## src/rtl/hazard_scoreboard_pkg.sv

```systemverilog
// Shared constants for the ID-stage hazard scoreboard.
// Forwarding select encoding: 0 reads the register file, k forwards from the
// stage k cycles past ID (EXE=1, MEM=2, WB=3 for the default 3-deep pipe).
package hazard_scoreboard_pkg;

  localparam int REG_LENGTH        = 5;
  localparam int FORWARDING_LENGTH = 2;

  localparam int FWD_RF  = 0;
  localparam int FWD_EXE = 1;
  localparam int FWD_MEM = 2;
  localparam int FWD_WB  = 3;

  // Bits needed to hold 0..max_val, never less than one bit so a zero load
  // latency still yields a legal vector.
  function automatic int sb_width(input int max_val);
    return (max_val < 2) ? 1 : $clog2(max_val + 1);
  endfunction

endpackage

```

## src/rtl/hazard_sb_entry.sv

```systemverilog
// One scoreboard slot: the age/availability pair of a single register.
// Age counts cycles since the producer left ID (0 = nothing in flight) and
// wraps to 0 once the producer has passed WB. Avail is the number of cycles
// left before the result can be forwarded.
module hazard_sb_entry
  import hazard_scoreboard_pkg::*;
#(
  parameter int PIPE_DEPTH = 3,
  parameter int LOAD_LAT   = 1,
  parameter int AGE_W      = sb_width(PIPE_DEPTH),
  parameter int LAT_W      = sb_width(LOAD_LAT)
) (
  input  logic             clk,
  input  logic             rst,
  input  logic             i_alloc,
  input  logic             i_is_load,
  output logic [AGE_W-1:0] o_age,
  output logic [LAT_W-1:0] o_avail
);

  logic [AGE_W-1:0] r_age;
  logic [LAT_W-1:0] r_avail;

  // Allocation restarts the entry and beats the normal aging of an older producer.
  always_ff @(posedge clk or posedge rst) begin
    if (rst) begin
      r_age   <= '0;
      r_avail <= '0;
    end else if (i_alloc) begin
      r_age   <= AGE_W'(1);
      r_avail <= i_is_load ? LAT_W'(LOAD_LAT) : '0;
    end else if (r_age != '0) begin
      r_age   <= (r_age == AGE_W'(PIPE_DEPTH)) ? '0 : r_age + AGE_W'(1);
      r_avail <= (r_avail != '0) ? r_avail - LAT_W'(1) : '0;
    end
  end

  assign o_age   = r_age;
  assign o_avail = r_avail;

endmodule

```

## src/rtl/hazard_scoreboard.sv

```systemverilog
// ID-stage hazard scoreboard: per-register tracking of in-flight writes,
// producing the load-use stall and the EXE operand forwarding selects.
// Optional feature macro: HAZARD_STALL_CNT_EN adds the stall_cycles counter.
module hazard_scoreboard
  import hazard_scoreboard_pkg::*;
#(
  parameter  int REG_W      = REG_LENGTH,
  parameter  int PIPE_DEPTH = 3,
  parameter  int LOAD_LAT   = 1,
  parameter  int ZERO_REG   = 1,
  localparam int FWD_W      = sb_width(PIPE_DEPTH)
) (
  input  logic             clk,
  input  logic             rst,
  input  logic             issue_valid,
  input  logic             flush,
  input  logic [REG_W-1:0] source1_ID,
  input  logic [REG_W-1:0] source2_ID,
  input  logic             is_imm,
  input  logic             store_branch_not_equal,
  input  logic [REG_W-1:0] destination_ID,
  input  logic             WriteBack_enable_ID,
  input  logic             Memory_R_enable_ID,
  output logic             hazard_detected,
  output logic [FWD_W-1:0] value1_select,
  output logic [FWD_W-1:0] value2_select
`ifdef HAZARD_STALL_CNT_EN
  ,
  output logic [31:0]      stall_cycles
`endif
);

  localparam int NREG  = 2 ** REG_W;
  localparam int LAT_W = sb_width(LOAD_LAT);

  logic [FWD_W-1:0] w_age   [NREG];
  logic [LAT_W-1:0] w_avail [NREG];

  logic             w_src2_used;
  logic [FWD_W-1:0] w_age1;
  logic [FWD_W-1:0] w_age2;
  logic             w_pend1;
  logic             w_pend2;
  logic             w_hz1;
  logic             w_hz2;
  logic             w_dest_zero;
  logic             w_issue;

  // The lookups read pre-update state, so an instruction whose source equals
  // its own destination never sees itself as a producer.
  assign w_src2_used = ~is_imm | store_branch_not_equal;
  assign w_age1      = w_age[source1_ID];
  assign w_age2      = w_age[source2_ID];
  assign w_pend1     = (w_age1 != '0);
  assign w_pend2     = w_src2_used & (w_age2 != '0);
  assign w_hz1       = w_pend1 & (w_avail[source1_ID] != '0);
  assign w_hz2       = w_pend2 & (w_avail[source2_ID] != '0);

  assign hazard_detected = issue_valid & ~flush & (w_hz1 | w_hz2);

  // Selects are driven even while stalled; the stalled copy is discarded.
  assign value1_select = w_pend1 ? w_age1 : FWD_W'(FWD_RF);
  assign value2_select = w_pend2 ? w_age2 : FWD_W'(FWD_RF);

  assign w_dest_zero = (ZERO_REG != 0) && (destination_ID == '0);
  assign w_issue     = issue_valid & ~flush & ~hazard_detected &
                       WriteBack_enable_ID & ~w_dest_zero;

  // One slot per architectural register; only the destination slot allocates.
  for (genvar g = 0; g < NREG; g++) begin : g_entry
    hazard_sb_entry #(
      .PIPE_DEPTH (PIPE_DEPTH),
      .LOAD_LAT   (LOAD_LAT),
      .AGE_W      (FWD_W),
      .LAT_W      (LAT_W)
    ) u_entry (
      .clk       (clk),
      .rst       (rst),
      .i_alloc   (w_issue && (destination_ID == REG_W'(g))),
      .i_is_load (Memory_R_enable_ID),
      .o_age     (w_age[g]),
      .o_avail   (w_avail[g])
    );
  end

`ifdef HAZARD_STALL_CNT_EN
  logic [31:0] r_stall_cycles;

  // Saturating count of stalled cycles for performance monitoring.
  always_ff @(posedge clk or posedge rst) begin
    if (rst) begin
      r_stall_cycles <= '0;
    end else if (hazard_detected && (r_stall_cycles != 32'hFFFF_FFFF)) begin
      r_stall_cycles <= r_stall_cycles + 32'd1;
    end
  end

  assign stall_cycles = r_stall_cycles;
`endif

endmodule

```

## config.mk

```make
export PLATFORM = sky130hd
export DESIGN_NAME = hazard_scoreboard
export DESIGN_NICKNAME = d
export VERILOG_FILES = /design/src/rtl/hazard_scoreboard_pkg.sv /design/src/rtl/hazard_sb_entry.sv /design/src/rtl/hazard_scoreboard.sv
export SDC_FILE = /design/constraint.sdc
export NUM_CORES = 1
export LEC_CHECK = 0
export ABC_CLOCK_PERIOD_IN_PS = 10300
export CAP_MARGIN = 15
export CORE_MARGIN = 3
export CORE_UTILIZATION = 42
export DETAILED_ROUTE_END_ITERATION = 16
export GPL_TIMING_DRIVEN = 0
export PLACE_DENSITY = 0.57
export SETUP_SLACK_MARGIN = 0.4
export SYNTH_ARGS = -nofsm -noshare
export SYNTH_HDL_FRONTEND = slang
export SYNTH_SLANG_ARGS = --single-unit
```

## constraint.sdc

```tcl
create_clock -name clk -period 10.3 [get_ports clk]
set_input_delay 2.06 -clock clk [delete_from_list [all_inputs] [get_ports clk]]
set_output_delay 2.06 -clock clk [all_outputs]
set_load 0.02 [all_outputs]
```

; Word-level counts from Yosys, hierarchy flattened
; Cells that the tools add are included.
[totals]
elab_cells = 515
input_bits = 23
ff_bits = 96
output_inout_bits = 5
[classes]
n_bitwise = 16
n_reduce_logical = 99
order_cmp = 2
mux = 207
add_sub_neg = 64
eq_ne = 63
[ops]
columns = cell, n
row1 = 2-to-1 mux 2 bit, 102
row2 = nonzero test 2 bit, 66
row3 = 2-to-1 mux 1 bit, 101
row4 = equality test 5 bit (second input constant), 16
row5 = adder 2 x 1 -> 2 bit (second input constant), 32
row6 = equality test 2 bit (second input constant), 32
row7 = equality test 5 x 4 -> 1 bit (second input constant), 8
row8 = logical AND 1 bit, 32
row9 = subtractor 1 bit (second input constant), 32
row10 = binary-select mux 2 bit (select 5 bit), 2
row11 = equality test 5 x 3 -> 1 bit (second input constant), 4
row12 = >= comparator 6 bit (second input constant), 2
row13 = inverter 5 -> 6 bit, 2
row14 = binary-select mux 1 bit (select 5 bit), 2
row15 = equality test 5 x 2 -> 1 bit (second input constant), 2
row16 = bitwise AND 1 bit, 8
row17 = equality test 5 x 1 -> 1 bit (second input constant), 1
row18 = logical NOT 5 bit, 1
row19 = inverter 1 bit, 4
row20 = bitwise OR 1 bit, 2

; Depth between registers and ports, before layout
; Gate-level depths: netlist (run 1).
[logic_depth]
word_depth = 15
ltp_mapped = 13
ltp_nobuf = 8

; Cells and area by module
; From an unflattened synthesis (run 1), not the netlist that was laid out.
[hier_totals]
hier_cells = 777
hier_area_um2 = 7053.0
[modules_own_cells]
columns = mod, instances, seq_area_each_um2, area_each_um2, cells_each
row1 = hazard_sb_entry, 32, 75.1, 150.1, 15
row2 = hazard_scoreboard, 1, 0.0, 2248.4, 297

; Worst setup path before layout (run 1)
; Ideal clock, no wire load.
[synth_timing]
path_kind = input to output
from = in source1_ID[1]
to = out hazard_detected
cell_stages = 10
t_required_ns = 8.240
path_buffers = 4
setup_slack_ns = 3.470
t_arrival_ns = 4.770
path_cell_list = clkbuf_1 -> buf_2 -> mux2i_1 -> a22oi_1 -> nand2_1 -> o311ai_0 -> o221ai_1 -> buf_2 -> buf_2 -> a21oi_1
[synth_via]
elab_chain_cells = 8
elab_cells_between_ends = 11
classes_between = mux (6) / bitwise (4) / reduce/logical (1)
[synth_lines]
columns = item, line
row1 = from (decl), hazard_scoreboard.sv:17  ; input logic [REG_W-1:0] source1_ID,
row2 = inverter 5 -> 6 bit (not written as such) (*), "hazard_scoreboard.sv:52, hazard_scoreboard.sv:56"
row3 = binary-select mux 2 bit (select 5 bit), hazard_scoreboard.sv:52  ; assign w_age1 = w_age[source1_ID];
row4 = 2-to-1 mux 2 bit (not written as such) (2 in a row), hazard_scoreboard.sv:52
row5 = nonzero test 2 bit, hazard_scoreboard.sv:54  ; assign w_pend1 = (w_age1 != '0);
row6 = bitwise AND 1 bit (*), hazard_scoreboard.sv:56  ; assign w_hz1 = w_pend1 & (w_avail[source1_ID] != '0);
row7 = bitwise OR 1 bit (*), hazard_scoreboard.sv:59  ; assign hazard_detected = issue_valid & ~flush & (w_hz1 | w_hz2);
row8 = bitwise AND 1 bit (*), hazard_scoreboard.sv:59
row9 = to (decl), hazard_scoreboard.sv:24  ; output logic hazard_detected,
; Mark *: on every way between the ends. The rest lies on a longest branch, timed or not. The select of a mux whose other input is x is not followed.

; Final worst setup path (run 1)
[layout_timing]
from = in source1_ID[0]
to = out hazard_detected
; The elaborated chain is that of the path after synthesis.

==> summary.txt, run 1 <==
Crit path buf inv count: 6
CTS Hold Bufs: 0
Reg-to-reg critical path startpoint: g_entry[3].u_entry.o_age[0]
#FFs+latches synth: 96
Mapped Nets: 789
CTS tree: yes
Remaining global-route overflow: 0
Flop pwr share: 37.9%
Critical path class: in -> out
Worst-margin pin slew: 1.14 ns
Psw: 786 uW
Routability cong.: 0.930
Period utilization: 79.2%
Via density: 6.00
Die height: 137 um
Internal Power: 1100 uW
Worst Path Arrival: 6.09 ns
Clock Path Buffers: 2
CP Launch Type: primary input
CTS resizes: 0
Final setup vio count: 0
Die Area: 0.0187 mm2
CP Max Fanout: 10
Most used DFF post-synth: dfrtp_1
Top post-synthesis cells by area: dfrtp_1 34%, mux2i_1 13%, ha_1 11%
Max Cap Viol: 0
Core Util, Final: 47.8%
Seq/Total Area, Yosys: 33.5%
HP Class: reg -> reg
Num CTS Buffers: 9
H-tree depth: 3
GRT Total Usage: 23.9%
Share of cells above drive strength 1: 9.72%
Clock insertion delay at the later pin of the skew report: 0.36 ns
Vias in the first global route: 5702
DR DRC count: 0
Mean post-synth cell area: 10.2 um2
Clk pwr share: 16.8%
DR vias: 5764
Port Buffers: 21
Count leader, synth: dfrtp_1
Fin. Hold Viols: 0
Clock Skews: 0.00987 ns
Synth cell count leaders: 96 x dfrtp_1, 95 x mux2i_1, 71 x nand2_1
PnR worst setup slack: 2.15 ns
Core area: 0.0166 mm2
Routed Antenna Nets: 0
Slowest stage cell, crit path: clkdlybuf4s50_1
Data required, critical path: 8.24 ns
Top cell type's share of synthesized area: 33.5%
Final Max Tran Viols: 0
Worst Setup End Kind: output pin
Fmax: 123 MHz
Status: complete, no violations
VDD IR max: 121 uV
HPWL after detailed placement: 15700 um
P&R area growth vs syn: 10.9%
Hold EP: g_entry[28].u_entry.o_avail
# IOs: 28
Tmin final: 8.15 ns
Nets@finish: 823
Synth cell types: 49
CP max stage delay: 0.55 ns
Register-to-Register Path Depth: 8
FF-to-FF setup slack: 6.71 ns
Ant. Diodes: 0
Pre-CTS worst setup slack: 2.27 ns
Root buf cell: clkbuf_16
Drt first-iter violations: 491
Clock sinks: 96
Initial Util: 43.1%
Mapped Area: 0.00717 mm2
Chip Width: 137 um
Postcts setup bufs: 0
Rows: 47
Async SR Flop Fraction: 100%
Setup TNS: 0 ns
Per-cell routed wire length: 22.3 um
Gate power share: 45.2%
Synth area leader: dfrtp_1
WHS Path Cells: 2
Hold Startpoint: g_entry[28].u_entry.o_avail
Synth warnings: 0
Final hold slack: 0.562 ns
Initial antenna violation count: 0
Drt total wl: 21400 um
Rel. slew slack: 23.6%
Largest net degree at the start of global routing: 57
Critical register-to-register path endpoint: g_entry[6].u_entry.o_age[1]
Final Power: 1890 uW
Post-synth EDFFs: 0
Sw frac: 41.7%
Cells after Synth: 702
Global-route wire length before repair: 33100 um
Worst-path clk slew: 0.06 ns
Detailed Routing Iterations Pass 1: 5
RSZ-0062 raised after global routing: no
Cell family with most CP delay: buffers and inverters
LEAKAGE: 0.00394 uW
PwrDens: 237 mW/mm2
Worst-path cell chain: clkdlybuf4s50_1, buf_4, nor2b_1, clkbuf_1, a22oi_1, and4b_1, a31oi_1, o311ai_0, o221ai_1, buf_2, buf_2, a21oi_1, clkdlybuf4s50_1
## cell usage in the layout, fill, tap and decap left out, drive strengths merged, types with 2 or more instances in the layout
cell type | Yosys | routed
a211o | 3 | 3
a21oi | 59 | 59
a22oi | 16 | 16
a31oi | 2 | 2
and2 | 2 | 2
and3 | 31 | 31
and4b | 2 | 2
buf | 18 | 20
clkbuf | 16 | 32
clkdlybuf4s50 | 1 | 22
dfrtp | 96 | 96
ha | 64 | 64
inv | 66 | 66
mux2i | 95 | 95
mux4 | 35 | 35
nand2 | 71 | 71
nand2b | 4 | 4
nand3 | 35 | 35
nand4b | 2 | 2
nor2 | 12 | 12
nor2b | 6 | 6
nor3 | 38 | 38
nor3b | 5 | 5
nor4 | 4 | 4
nor4b | 2 | 2
o211ai | 2 | 2
o21ai | 2 | 2
o221a | 2 | 2
o221ai | 2 | 2
o311ai | 2 | 2
## worst register-to-register path: stages, from the launching register on
cell and delay [ns]:
dfrtp_1 0.44, mux4_2 0.52, nor2b_1 0.16, a2111oi_2 0.45, nor4_1 0.11, and3_1 0.21
o221a_4 0.38, nor4_4 0.98, a21oi_1 0.18
## power groups by stage
stage	logic, uW	registers [uW]	clock network, uW
detailed placement	853	717	0
global route	978	739	341
floorplan	680	649	0
CTS	860	711	321
finish	853	715	318
global placement	795	701	0
## how the worst max path moves through the flow
stage                       start         endpoint  slack, ns  depth (start not counted)
finish              source1_ID[0]  hazard_detected       2.15                         13
global route        source1_ID[0]  hazard_detected       1.97                         13
CTS                 source1_ID[0]  hazard_detected       2.25                         13
detailed placement  source1_ID[0]  hazard_detected       2.27                         13
global placement    source1_ID[0]  hazard_detected       2.29                         13
floorplan           source1_ID[1]  hazard_detected       3.47                         10
## sequential cells by signal (all words and copies together), names as in the netlist
signal                   count
g_entry.u_entry.o_avail     32
g_entry.u_entry.o_age       64
## per-layer routing
metal / track usage [%] / wire, um / part of all wire (%)
met4: 6.89 / 531 / 2.5
met2: 38.7 / 10200 / 48
met3: 4.96 / 1430 / 6.7
met5: 0 / 0 / 0
met1: 32.5 / 9230 / 43
## cells by family (layout without fill, tap and decap cells)
kind of cell	after synthesis	in the layout	synth area share, %
flip-flops	96	96	33.5
multiplexers	131	131	24.7
buffers and inverters	101	140	6.35
AND/OR/NAND/NOR	218	218	16.3
adder cells (fa/ha/maj)	64	64	11.2
AO/OA/AOI/OAI	92	92	7.92
## through the flow
step | std cells | area (um2)
finish | 961 | 7950
global route | 961 | 7950
CTS | 960 | 7950
detailed placement | 944 | 7680
global placement | 943 | 7650
floorplan | 702 | 7170
## final cells by class
type	instances	area (um2)
Buffer	35	208
Tap cell	220	275
Multi-Input combinational cell	505	4310
Clock buffer	16	262
Timing Repair Buffer	23	243
Fill cell	1513	8690
Sequential cell	96	2400
Inverter	66	250
Note: power is estimated with default switching activity, not from simulation.
==> run 2: changes to the inputs <==
--- a/config.mk
+++ b/config.mk
@@ -5,13 +5,13 @@
 export SDC_FILE = /design/constraint.sdc
 export NUM_CORES = 1
 export LEC_CHECK = 0
-export ABC_CLOCK_PERIOD_IN_PS = 10300
+export ABC_CLOCK_PERIOD_IN_PS = 7350
 export CAP_MARGIN = 15
 export CORE_MARGIN = 3
 export CORE_UTILIZATION = 42
 export DETAILED_ROUTE_END_ITERATION = 16
 export GPL_TIMING_DRIVEN = 0
-export PLACE_DENSITY = 0.57
+export PLACE_DENSITY = 0.59
 export SETUP_SLACK_MARGIN = 0.4
 export SYNTH_ARGS = -nofsm -noshare
 export SYNTH_HDL_FRONTEND = slang
==> constraint.sdc (replaced) <==
create_clock -name clk -period 7.35 [get_ports clk]
set_input_delay 1.47 -clock clk [delete_from_list [all_inputs] [get_ports clk]]
set_output_delay 1.47 -clock clk [all_outputs]
set_load 0.02 [all_outputs]
==> summary.txt, run 2 (synthesis gave the netlist of run 1 again) <==
Commonest non-fill, non-tap cell in the layout: dfrtp_1
Worst Path Arrival: 5.23 ns (-0.86 ns)
DR WL met2: 9850 um (-3.9%)
DR vias: 5756 (-0.14%)
Max reg flops: 64 (unchanged)
Fmax: 149 MHz
RSZ-0062 raised after global routing: no
Per-cell routed wire length: 22.0 um (-1.4%)
Worst Setup End Kind: output pin
Drt total wl: 21100 um (-1.4%)
Nets@finish: 823 (unchanged)
# IOs: 28 (unchanged)
Final Power: 2640 uW (+40%)
Drt first-iter violations: 578 (+18%)
Final Max Tran Viols: 0 (unchanged)
Routed Antenna Nets: 0 (unchanged)
Clock insertion delay at the later pin of the skew report: 0.36 ns (about the same)
M1 WL: 9330 um (+1.1%)
CP Max Fanout: 10 (unchanged)
Initial Util: 43.1% (unchanged)
DR DRC count: 0 (unchanged)
Max Cap Viol: 0 (unchanged)
Remaining global-route overflow: 0 (unchanged)
PnR worst setup slack: 0.654 ns (-1.49 ns)
Worst-margin pin slew: 1.16 ns (+0.0244 ns)
Chip Width: 137 um (unchanged)
Core Util, Final: 47.9% (+0.17 points)
Worst-path clk slew: 0.07 ns (about the same)
Rel. slew slack: 22.4% (-1.2 points)
Rows: 47 (unchanged)
Pre-CTS worst setup slack: 0.495 ns (-1.78 ns)
Ant. Diodes: 0 (unchanged)
P&R area growth vs syn: 11.3%
Share of cells above drive strength 1: 10.1% (+0.40 points)
HPWL after detailed placement: 15700 um (-0.57%)
VDD IR max: 243 uV (+100%)
Fin. Hold Viols: 0 (unchanged)
LEAKAGE: 0.00396 uW (+0.37%)
Clock sinks: 96 (unchanged)
Final setup vio count: 0 (unchanged)
CTS tree: yes
Via density: 5.99 (-0.14%)
H-tree depth: 3 (unchanged)
Filler cell count: 1536 (+1.5%)
Largest net degree at the start of global routing: 49 (-14%)
PwrDens: 331 mW/mm2 (+40%)
Core area: 0.0166 mm2 (unchanged)
Port Buffers: 21 (unchanged)
Die height: 137 um (unchanged)
Most frequent cells in the layout: 96 x dfrtp_1, 95 x mux2i_1, 71 x nand2_1, 65 x inv_1, 64 x ha_1
Data required, critical path: 5.88 ns (-2.36 ns)
FF-to-FF setup slack: 3.91 ns (-2.80 ns)
Setup TNS: 0 ns (unchanged)
Clock Path Buffers: 2 (unchanged)
CP Launch Type: primary input
Postcts setup bufs: 0 (unchanged)
Root buf cell: clkbuf_16
Vias in the first global route: 5659 (-0.75%)
HP Class: reg -> reg
Top routing layer in use: met4
Period utilization: 91.1%
Num CTS Buffers: 9 (unchanged)
Die Area: 0.0187 mm2 (unchanged)
Detailed Routing Iterations Pass 1: 5 (unchanged)
Critical path class: in -> out
GRT Total Usage: 23.8% (-0.17 points)
Status: complete, no violations
Initial antenna violation count: 0 (unchanged)
Met3 WL post-DR: 1540 um (+7.7%)
Routability cong.: 0.930 (about the same)
Clock Skews: 0.00709 ns (-0.00279 ns)
Tmin final: 6.70 ns
Global-route wire length before repair: 32800 um (-0.94%)
run 2: final cells by class:
cell class	count	area (um2)	share of cell area (%)
multi-input cells	505	4310	54.1
flip-flops and latches	96	2400	30.1
well taps	220	275	3.45
repair buffers	23	265	3.32
clock buffers	16	262	3.28
inverters	66	250	3.14
plain buffers	35	210	2.63
run 2: layer usage:
layer	vias up	track usage (%)
met5	-	0
met4	0	6.66
met3	34	4.96
met2	239	37.6
met1	2881	33.1
li1	2602	-
run 2: critical path: stages:
cell and delay [ns]:
clkdlybuf4s50_1 0.55, and2_1 0.15, buf_1 0.48, a22oi_1 0.24, and4b_1 0.25, a31oi_1 0.26
o311ai_1 0.27, o221ai_1 0.28, buf_2 0.28, buf_2 0.31, a21oi_1 0.12, clkdlybuf4s50_1 0.55
run 2: final timing paths:
kind,cells past startpoint,start,endpoint
hold reg to reg,2,g_entry[5].u_entry.o_avail,g_entry[5].u_entry.o_avail
max in group asynchronous,3,rst,g_entry[24].u_entry.o_age[1]
min in group asynchronous,3,rst,g_entry[21].u_entry.o_avail
setup reg to reg,8,g_entry[3].u_entry.o_age[0],g_entry[10].u_entry.o_age[1]
setup / recovery,12,source1_ID[2],hazard_detected
hold / removal,2,g_entry[5].u_entry.o_avail,g_entry[5].u_entry.o_avail
run 2: repair_timing:
| item | in CTS | in global routing |
|---|---|---|
| resized for setup | 0 | 6 |
| hold buffers | 0 | 0 |
| endpoints found under the setup margin | 0 | 1 |
run 2: stage by stage:
| stage | cells | hold WS [ns] | area [um2] |
|---|---|---|---|
| floorplan | 702 | 0.471 | 7170 |
| global placement | 943 | 0.539 | 7650 |
| detailed placement | 945 | 0.537 | 7710 |
| CTS | 961 | 0.552 | 7970 |
| global route | 961 | 0.583 | 7980 |
| finish | 961 | 0.554 | 7980 |
run 2: power by group:
| part | internal [uW] | switching, uW | total, uW |
|---|---|---|---|
| clock | 240 | 207 | 447 |
| combinational | 581 | 617 | 1200 |
| sequential | 722 | 276 | 998 |
| total | 1540 | 1100 | 2640 |
==> run 3: changes to the inputs <==
==> constraint.sdc (replaced) <==
create_clock -name clk -period 7.35 [get_ports clk]
set_input_delay 1.47 -clock clk [delete_from_list [all_inputs] [get_ports clk]]
set_output_delay 1.47 -clock clk [all_outputs]
set_load 0.005 [all_outputs]
==> summary.txt, run 3 (synthesis gave the netlist of run 1 again) <==
Final setup vio count: 0 (unchanged)
Routed Antenna Nets: 0 (unchanged)
DR vias: 5749 (-0.12%)
Remaining global-route overflow: 0 (unchanged)
Root buf cell: clkbuf_16
CTS Hold Bufs: 0 (unchanged)
Worst Path Arrival: 5.21 ns (-0.02 ns)
Rows: 47 (unchanged)
Period utilization: 90.9% (-0.22 points)
LEAKAGE: 0.00396 uW (about the same)
DR DRC count: 0 (unchanged)
Drt first-iter violations: 581 (+0.52%)
Filler cell count: 1536 (unchanged)
Per-cell routed wire length: 22.0 um (about the same)
Clock insertion delay at the later pin of the skew report: 0.36 ns (about the same)
Largest net degree at the start of global routing: 49 (unchanged)
P&R area growth vs syn: 11.3% (unchanged)
Num CTS Buffers: 9 (unchanged)
Die Area: 0.0187 mm2 (unchanged)
PwrDens: 330 mW/mm2 (-0.41%)
Vias in the first global route: 5659 (unchanged)
Max reg flops: 64 (unchanged)
Share of cells above drive strength 1: 10.1% (unchanged)
Fin. Hold Viols: 0 (unchanged)
Global-route wire length before repair: 32800 um (unchanged)
Clock Path Buffers: 2 (unchanged)
Via density: 5.98 (-0.12%)
Rel. slew slack: 22.4% (+0.031 points)
Tmin final: 6.68 ns (-0.0160 ns)
Core area: 0.0166 mm2 (unchanged)
Chip Width: 137 um (unchanged)
Initial Util: 43.1% (unchanged)
GRT Total Usage: 23.8% (unchanged)
CP Max Fanout: 10 (unchanged)
Fmax: 150 MHz (+0.24%)
Die height: 137 um (unchanged)
Data required, critical path: 5.88 ns (about the same)
Max Cap Viol: 0 (unchanged)
Commonest non-fill, non-tap cell in the layout: dfrtp_1
Status: complete, no violations
Worst Setup End Kind: output pin
Worst-margin pin slew: 1.16 ns (-0.000462 ns)
Nets@finish: 823 (unchanged)
Port Buffers: 21 (unchanged)
VDD IR max: 242 uV (-0.46%)
Worst-path clk slew: 0.07 ns (about the same)
HP Class: reg -> reg
HPWL after detailed placement: 15700 um (unchanged)
RSZ-0062 raised after global routing: no
Ant. Diodes: 0 (unchanged)
H-tree depth: 3 (unchanged)
Setup TNS: 0 ns (unchanged)
Critical path class: in -> out
Clock Skews: 0.00709 ns (unchanged)
Core Util, Final: 47.9% (unchanged)
Drt total wl: 21200 um (about the same)
Clock sinks: 96 (unchanged)
Initial antenna violation count: 0 (unchanged)
Detailed Routing Iterations Pass 1: 5 (unchanged)
Most frequent cells in the layout: 96 x dfrtp_1, 95 x mux2i_1, 71 x nand2_1, 65 x inv_1, 64 x ha_1
# IOs: 28 (unchanged)
CP Launch Type: primary input
Final Max Tran Viols: 0 (unchanged)
Routability cong.: 0.930 (unchanged)
CTS tree: yes
-- run 3: cell counts in the layout (fill, tap and decap cells not counted) --
No cell type changed its count.
-- run 3: cell type report --
type	instances	area, um2	area share (%)
Inverter	66	250	3.14
Tap cell	220	275	3.45
Sequential cell	96	2400	30.1
Buffer	35	210	2.63
Clock buffer	16	262	3.28
Timing Repair Buffer	23	265	3.32
Multi-Input combinational cell	505	4310	54.1
-- run 3: power breakdown --
part,switching [uW],internal (uW)
combinational,608,581
clock,206,240
sequential,275,722
total,1090,1540
-- run 3: path summary, 6_finish.rpt --
kind	from	end	slack, ns	cells past startpoint
max	source1_ID[0]	hazard_detected	0.67	13
min	g_entry[5].u_entry.o_avail	g_entry[5].u_entry.o_avail	0.55	2
max reg2reg	g_entry[3].u_entry.o_age[0]	g_entry[10].u_entry.o_age[1]	3.90	8
min reg2reg	g_entry[5].u_entry.o_avail	g_entry[5].u_entry.o_avail	0.55	2
max in group asynchronous	rst	g_entry[24].u_entry.o_age[1]	5.56	3
min in group asynchronous	rst	g_entry[23].u_entry.o_age[0]	1.54	3
-- run 3: worst max-delay path: stages --
cell and delay [ns]:
clkdlybuf4s50_1 0.53, buf_4 0.25, nor2b_1 0.17, clkbuf_2 0.29
a22oi_1 0.15, and4b_1 0.22, a31oi_1 0.23, o311ai_0 0.38
o221ai_1 0.33, buf_2 0.28, buf_2 0.31, a21oi_1 0.12
clkdlybuf4s50_1 0.46
-- run 3: what timing repair did --
| action | CTS | global route |
|---|---|---|
| endpoints found under the hold margin | 0 | 0 |
| gates resized for setup | 0 | 5 |
| buffers inserted | 0 | 0 |
| endpoints found under the setup margin | 0 | 1 |
-- run 3: stage by stage --
step	cell area, um2	instances	hold WS [ns]	power [uW]	setup slack, ns
2_1_floorplan	7170	702	0.471	1850	2.33
3_3_place_gp	7650	943	0.539	2090	0.649
3_5_place_dp	7710	945	0.537	2190	0.587
4_1_cts	7970	961	0.552	2650	0.575
5_1_grt	7980	961	0.583	2870	0.455
6_report	7980	961	0.552	2630	0.670
-- run 3: per-layer routing --
metal | vias up | global-route usage, % | part of all wire, %
li1 | 2602 | - | -
met1 | 2887 | 33.1 | 44
met2 | 225 | 37.6 | 47
met3 | 35 | 4.96 | 7.1
met4 | 0 | 6.66 | 2.0
met5 | - | 0 | 0
